$ cat src/rtl/fdiv.sv
// Single-precision divider y = x1 / x2 using iterative restoring mantissa division.
// Fixed latency of ITER cycles for every operand pair, including zero/denormal operands.
module fdiv #(
  parameter int unsigned BITS_PER_CYCLE = 1
) (
  input  logic        clk,
  input  logic        rst,
  input  logic [31:0] x1,
  input  logic [31:0] x2,
  input  logic        ready,
  output logic [31:0] y,
  output logic        valid
);

  localparam int unsigned ITER = 26 / BITS_PER_CYCLE;
  localparam int unsigned CW   = 5;

  localparam logic [1:0] IDLE = 2'd0;
  localparam logic [1:0] CALC = 2'd1;
  localparam logic [1:0] DONE = 2'd2;

  logic [1:0]    state, state_nxt;
  logic [CW-1:0] count, count_nxt;
  logic          sgn, sgn_nxt;
  logic [7:0]    e1, e1_nxt;
  logic [7:0]    e2, e2_nxt;
  logic [23:0]   dvs, dvs_nxt;
  logic [24:0]   rem, rem_nxt;
  logic [25:0]   quo, quo_nxt;
  logic [31:0]   y_nxt;

  logic [24:0]       rem_step;
  logic [25:0]       quo_step;
  logic [22:0]       mant;
  logic              guard;
  logic signed [9:0] ex;
  logic [23:0]       mant_rnd;
  logic [31:0]       packed_y;

  // Restoring steps: compare, conditionally subtract, then double the remainder.
  always_comb begin
    rem_step = rem;
    quo_step = quo;
    for (int unsigned i = 0; i < BITS_PER_CYCLE; i++) begin
      if (rem_step >= {1'b0, dvs}) begin
        rem_step = rem_step - {1'b0, dvs};
        quo_step = {quo_step[24:0], 1'b1};
      end else begin
        quo_step = {quo_step[24:0], 1'b0};
      end
      rem_step = {rem_step[23:0], 1'b0};
    end
  end

  // Normalise, round half up and pack the final quotient.
  always_comb begin
    if (quo_step[25]) begin
      mant  = quo_step[24:2];
      guard = quo_step[1];
      ex    = $signed({2'b00, e1}) - $signed({2'b00, e2}) + 10'sd127;
    end else begin
      mant  = quo_step[23:1];
      guard = quo_step[0];
      ex    = $signed({2'b00, e1}) - $signed({2'b00, e2}) + 10'sd126;
    end
    mant_rnd = {1'b0, mant} + 24'(guard);
    if (mant_rnd[23]) begin
      mant = 23'd0;
      ex   = ex + 10'sd1;
    end else begin
      mant = mant_rnd[22:0];
    end
    if (e2 == 8'd0)          packed_y = {sgn, 8'hFF, 23'd0};
    else if (e1 == 8'd0)     packed_y = {sgn, 31'd0};
    else if (ex <= 10'sd0)   packed_y = {sgn, 31'd0};
    else if (ex >= 10'sd255) packed_y = {sgn, 8'hFF, 23'd0};
    else                     packed_y = {sgn, ex[7:0], mant};
  end

  always_comb begin
    state_nxt = state;
    count_nxt = count;
    sgn_nxt   = sgn;
    e1_nxt    = e1;
    e2_nxt    = e2;
    dvs_nxt   = dvs;
    rem_nxt   = rem;
    quo_nxt   = quo;
    y_nxt     = y;
    case (state)
      IDLE: begin
        if (ready) begin
          sgn_nxt   = x1[31] ^ x2[31];
          e1_nxt    = x1[30:23];
          e2_nxt    = x2[30:23];
          dvs_nxt   = {1'b1, x2[22:0]};
          rem_nxt   = {2'b01, x1[22:0]};
          quo_nxt   = 26'd0;
          count_nxt = '0;
          state_nxt = CALC;
        end
      end
      CALC: begin
        if (!ready) begin
          state_nxt = IDLE;
        end else begin
          rem_nxt   = rem_step;
          quo_nxt   = quo_step;
          count_nxt = count + CW'(1);
          if (count == CW'(ITER - 1)) begin
            y_nxt     = packed_y;
            state_nxt = DONE;
          end
        end
      end
      DONE:    state_nxt = IDLE;
      default: state_nxt = IDLE;
    endcase
  end

  always_ff @(posedge clk) begin
    if (rst) begin
      state <= IDLE;
      count <= '0;
      sgn   <= 1'b0;
      e1    <= 8'd0;
      e2    <= 8'd0;
      dvs   <= 24'd0;
      rem   <= 25'd0;
      quo   <= 26'd0;
      y     <= 32'd0;
    end else begin
      state <= state_nxt;
      count <= count_nxt;
      sgn   <= sgn_nxt;
      e1    <= e1_nxt;
      e2    <= e2_nxt;
      dvs   <= dvs_nxt;
      rem   <= rem_nxt;
      quo   <= quo_nxt;
      y     <= y_nxt;
    end
  end

  // Strobe follows the requester so a dropped request never sees a result.
  assign valid = ready & (state == DONE);

endmodule
$ cat config.mk
export PLATFORM = sky130hd
export DESIGN_NAME = fdiv
export DESIGN_NICKNAME = d
export VERILOG_FILES = /design/src/rtl/fdiv.sv
export SDC_FILE = /design/constraint.sdc
export NUM_CORES = 1
export LEC_CHECK = 0
export CORE_MARGIN = 10
export CORE_UTILIZATION = 30
export CTS_BUF_LIST = sky130_fd_sc_hd__clkbuf_2
export DETAILED_ROUTE_END_ITERATION = 6
export SETUP_SLACK_MARGIN = 0.02
export SLEW_MARGIN = 5
export SYNTH_ARGS = -nofsm -noshare
export SYNTH_HDL_FRONTEND = slang
export SYNTH_SLANG_ARGS = --single-unit
export TNS_END_PERCENT = 100
$ cat constraint.sdc
create_clock -name clk -period 6 [get_ports clk]
set_input_delay 0.6 -clock clk [delete_from_list [all_inputs] [get_ports clk]]
set_output_delay 0.6 -clock clk [all_outputs]
set_load 0.005 [all_outputs]
* Word-level counts from Yosys, hierarchy flattened
Cells that the tools add are included.
** Word-level totals
- Word-level logic and storage cells :: 59
- Output and inout port bits :: 33
- Flip-flop bits (word level) :: 130
** Operators by class
- Add/sub/neg operators :: 7
- Mux-type cells :: 24
- $lt $le $gt $ge :: 3
- Bitwise gates (word level) :: 2
- Equality and inequality tests :: 6
- Reductions and logical operators :: 8
** Operators with widths (number)
- $mux W31 :: 4
- $mux W25 :: 4
- $pmux W25 S2 :: 2
- $mux W23 :: 2
- $ge A25 B24 Y1 :: 1
- $add A23 B1 Y24 :: 1
- $mux W24 :: 1
- $sub A24 B24 Y24 :: 1
- $add A9 B8 Y10 const B :: 2
- $mux W10 :: 2
- $logic_not A8 Y1 :: 2
- $add A10 B2 Y10 const B :: 1
- $ge A10 B9 Y1 const B :: 1
- $le A10 B1 Y1 const B :: 1
- $mux W5 :: 2
- $pmux W5 S2 :: 1
- $sub A8 B8 Y9 :: 1
- $mux W2 :: 3
- $reduce_and A3 Y1 :: 2
- $add A5 B1 Y5 const B :: 1
- $eq A5 B5 Y1 const B :: 1
- $ne A2 B2 Y1 const B :: 2
- $pmux W2 S2 :: 1
- $reduce_and A2 Y1 :: 2
- other kinds (8) :: 9

* Depth between registers and ports, before layout
- Depth in word-level cells :: 10
- Depth in mapped cells :: 26
- Mapped depth without buffers :: 24

* Worst setup path before layout
OpenSTA, ideal clock, no wires.
- Kind :: register to register
- Start :: register dvs[1]
- End :: register y[10]
- Required time :: 5.883 ns
- Stages on the path, launching flop included :: 27
- Slack :: 0.871 ns
- Arrival :: 5.013 ns
- Setup time :: 0.117 ns
- Path buffers :: 3
- Cell sequence :: dfxtp_1 > inv_1 > ha_1 > nor2b_1 > o211ai_1 > a31oi_1 > a221o_1 > a31o_2 > a211oi_1 > o211a_1 > buf_2 > inv_1 > nor2_1 > a21oi_1 > ha_1 > nand3_1 > nand3b_1 > nor4_4 > nand4_1 > buf_2 > nor3b_1 > nor4b_1 > nand3_1 > a2111oi_4 > nor4_4 > buf_6 > a22o_1
** Between the ends
- Cells in the longest elaborated chain, start to end :: 10
- Elaborated cells between the ends (all ways) :: 12
- Classes of those cells :: 1 x add/sub; 3 x order compare; 8 x mux
** Ends and longest elaborated chain
- from (decl) :: line 27 : logic [23:0] dvs, dvs_nxt;
- from (signal assigned) :: line 138 : dvs <= dvs_nxt;
- $ge A25 B24 Y1 * :: line 45 : if (rem_step >= {1'b0, dvs}) begin
- $mux W1 * :: line 45
- $mux W1 * :: line 57 : if (quo_step[25]) begin
- $add A23 B1 Y24 * :: line 66 : mant_rnd = {1'b0, mant} + 24'(guard);
- $mux W10 :: line 67 : if (mant_rnd[23]) begin
- $ge A10 B9 Y1 :: line 76 : else if (ex >= 10'sd255) packed_y = {sgn, 8'hFF, 23'd0};
- $mux W31 :: line 76
- $mux W31 * :: line 75 : else if (ex <= 10'sd0) packed_y = {sgn, 31'd0};
- $mux W31 * :: line 74 : else if (e1 == 8'd0) packed_y = {sgn, 31'd0};
- $mux W31 * :: line 73 : if (e2 == 8'd0) packed_y = {sgn, 8'hFF, 23'd0};
- to (signal assigned) :: line 141 : y <= y_nxt;
- to (decl) :: line 11 : output logic [31:0] y,
Every way passes the cells marked *; elsewhere a longest branch is shown, timed or not.
A chain may end at the register's enable or synchronous reset.

* Worst setup path after layout
- Start :: register dvs[1]
- End :: register y[22]
Same word-level chain as after synthesis.

==> out/metrics.cfg <==
[grt]
grt_max_degree=97
antenna_found_initial=1
grt_pass1_vias=6970
grtUsageTotal_pct=11.9
gr-total-overflow=0
grt_pass1_wl_um=35500

[timing]
slew_headroom_pct=30.4
period_share_pct=93.5
finalHoldViolations=0
setup_violations=0
tightest_slew_ns=1.04
slew_violations=0
fmax_ghz=0.178
skew_ns=0.0319
setup_tns_ns=0
rsz0062_at_grt=no
min_period_ns=5.61

[worst_hold_path]
worstHoldStart=rst
hp-class=in -> reg

[drt]
avgRoutedWirePerCell_um=14.4
highest_layer=met4
vias_per_cell=4.93
wl_met2_um=9820
met1_length_um=11000
drt-pass1-iter-count=5
routed_wl_um=21800
route.detailed.drc=0
num_vias=7474
drtIter0Drc=482
wl_met3_um=813
drtAntennaViolNets=0

[logic_synthesis]
ys_ff_latch=130
synth_ff_type=dfxtp_1
ys_seq_area_share_pct=31.3
synthCells=1066
synth_edf_count=0
synth.distinct_cells=83
postSynth.asyncResetShare_pct=0
syn_avg_cell_area_um2=7.81
syn_nets=1175
synth_area_um2=8330
yosysWarnings=0

[floorplan]
fp.dieW_um=187
die_y_um=187
start_util_pct=30.7
dieArea_um2=34800
io_pins=100
core_um2=27100
rows=60

[final_layout]
area_growth_pct=18.6
final_common_cell=nand2_1
fin_util_pct=36.4
stdcell_area_um2=9870
layout_common_cells=176 x nand2_1, 133 x a21oi_1, 127 x dfxtp_1, 98 x clkdlybuf4s50_1, 57 x inv_1
multiInputGateArea_um2=5250
nets=1239
drive_gt1_share_pct=6.92
nFillCells=2841
seqCellArea_um2=2610

[cts]
cts_tree=built
holdBufCountCts=0
cts_sinks=130
cts_buffers=17
clk_pin_slew_ns=0.21
clock_latency_ns=0.70
htree_levels=4
cts.path.max_buffers=2
cts-root-buf=clkbuf_2

[setup_path]
cp.arrival_ns=6.20
crit_type=reg -> reg
crit_start=dvs[1]
r2r_setup_slack_ns=0.39
reg2reg_from=dvs[1]
endpoint_kind=register
worst-path-max-fanout=12
worst_setup_path_start_kind=register
crit_required_ns=6.59

[placement]
dpl_cell_area_um2=9560
place.gp.congestion=0.817
hpwl_um=15200
numPortBuffers=99

[power_and_ir_drop]
power_per_cell_area_nw_per_um2=216
leakage_nw=3.67
max-vdd-ir-drop_v=0.0000886

[run_status]
outcome=finished, final reports clean

[run]
cap_violations=0

## layout make-up
class	instances	area share (%)
antenna	2	0.0507
clock buffer	18	0.913
clock inverter	13	1.17
inverter	58	2.21
multi-input combinational	807	53.2
sequential	130	26.4
tap	372	4.71
timing repair buffer	116	11.4
## metal layers
metal	global-route usage, %	vias to the layer above
met5	0	-
met4	2.23	0
met3	3.17	6
met2	18.5	126
met1	16.3	3412
li1	-	3930
## path summary, 6_finish.rpt
path,to,cells after the start
max reg2reg,y[22],27
max,y[22],27
min reg2reg,dvs[21],2
min,sgn,2
## worst max-delay path, cell delays in order (launching register included)
cell,delay (ns)
dfxtp_2,0.36
inv_1,0.04
ha_1,0.28
nor2b_1,0.17
o211ai_1,0.13
a31oi_1,0.22
a221o_1,0.23
a31o_2,0.21
a211oi_1,0.10
o211a_1,0.25
inv_1,0.11
nor2_1,0.06
a21oi_2,0.12
ha_2,0.21
nand3_1,0.09
nand3b_1,0.26
nor4_4,0.35
nand4_1,0.21
buf_6,0.19
nand4bb_4,0.23
nor3_2,0.20
xnor2_1,0.10
or3_1,0.40
a2111oi_4,0.37
buf_6,0.18
nor4_4,0.05
buf_4,0.19
a22o_1,0.20
## power by group
part           internal [mW]  switching, mW
clock network          0.147          0.346
registers              0.895         0.0209
logic                  0.322          0.407
total                   1.36          0.774
## metrics by stage
stage | power [mW] | hold WS (ns) | setup WS [ns] | instances
3_5_place_dp | 1.64 | 0.446 | 0.0850 | 1476
2_1_floorplan | 1.48 | 0.432 | 0.871 | 1066
4_1_cts | 2.15 | 0.0425 | 0.0299 | 1507
3_3_place_gp | 1.64 | 0.444 | 0.259 | 1476
6_report | 2.14 | 0.123 | 0.390 | 1516
5_1_grt | 2.30 | 0.0202 | 0.0258 | 1516
## cell usage after synthesis (6+ instances only)
| cell | n | area (um^2) |
|---|---|---|
| buf_1 | 6 | 22.5 |
| xnor2_1 | 28 | 245 |
| nand2b_1 | 10 | 62.6 |
| nand3_1 | 45 | 225 |
| a21oi_1 | 134 | 671 |
| nor2_1 | 55 | 206 |
| nand3b_1 | 7 | 52.6 |
| ha_1 | 41 | 513 |
| a211oi_1 | 17 | 128 |
| a311oi_1 | 12 | 105 |
| nor2b_1 | 15 | 93.8 |
| nor4_1 | 7 | 43.8 |
| buf_2 | 9 | 45.0 |
| o221a_1 | 8 | 90.1 |
| and2_1 | 11 | 68.8 |
| o211ai_1 | 11 | 82.6 |
| dfxtp_1 | 130 | 2600 |
| clkbuf_1 | 50 | 188 |
| inv_1 | 57 | 214 |
| nand4_1 | 10 | 62.6 |
| xor2_1 | 21 | 184 |
| nor3_1 | 14 | 70.1 |
| mux2i_1 | 21 | 210 |
| a21o_1 | 16 | 120 |
| o21ai_0 | 29 | 145 |
| nand2_1 | 176 | 661 |
| a22o_1 | 24 | 210 |
## timing repair
| action | CTS | global route |
|---|---|---|
| setup buffers | 0 | 6 |
| gates resized for setup | 0 | 7 |
| setup endpoints to repair | 0 | 31 |
## logic make-up (layout without fill, tap and decap cells)
family / after synthesis / in the layout / synth area share [%]
other: 0 / 2 / 0
flip-flops: 130 / 130 / 31.3
AND/OR/NAND/NOR: 377 / 378 / 21.5
adder cells (fa/ha/maj): 42 / 42 / 6.40
buffers and inverters: 130 / 205 / 6.43
AO/OA/AOI/OAI: 307 / 307 / 24.8
XOR/XNOR: 52 / 52 / 6.04
multiplexers: 28 / 28 / 3.52
## state kept, by name, indices dropped and copies added (netlist names)
| signal | cells |
|---|---|
| y | 32 |
| quo | 25 |
| rem | 25 |
| dvs | 24 |
| e1 | 8 |
| e2 | 8 |
| count | 5 |
| state | 2 |
| sgn | 1 |
Note: power is estimated with default switching activity, not from simulation.
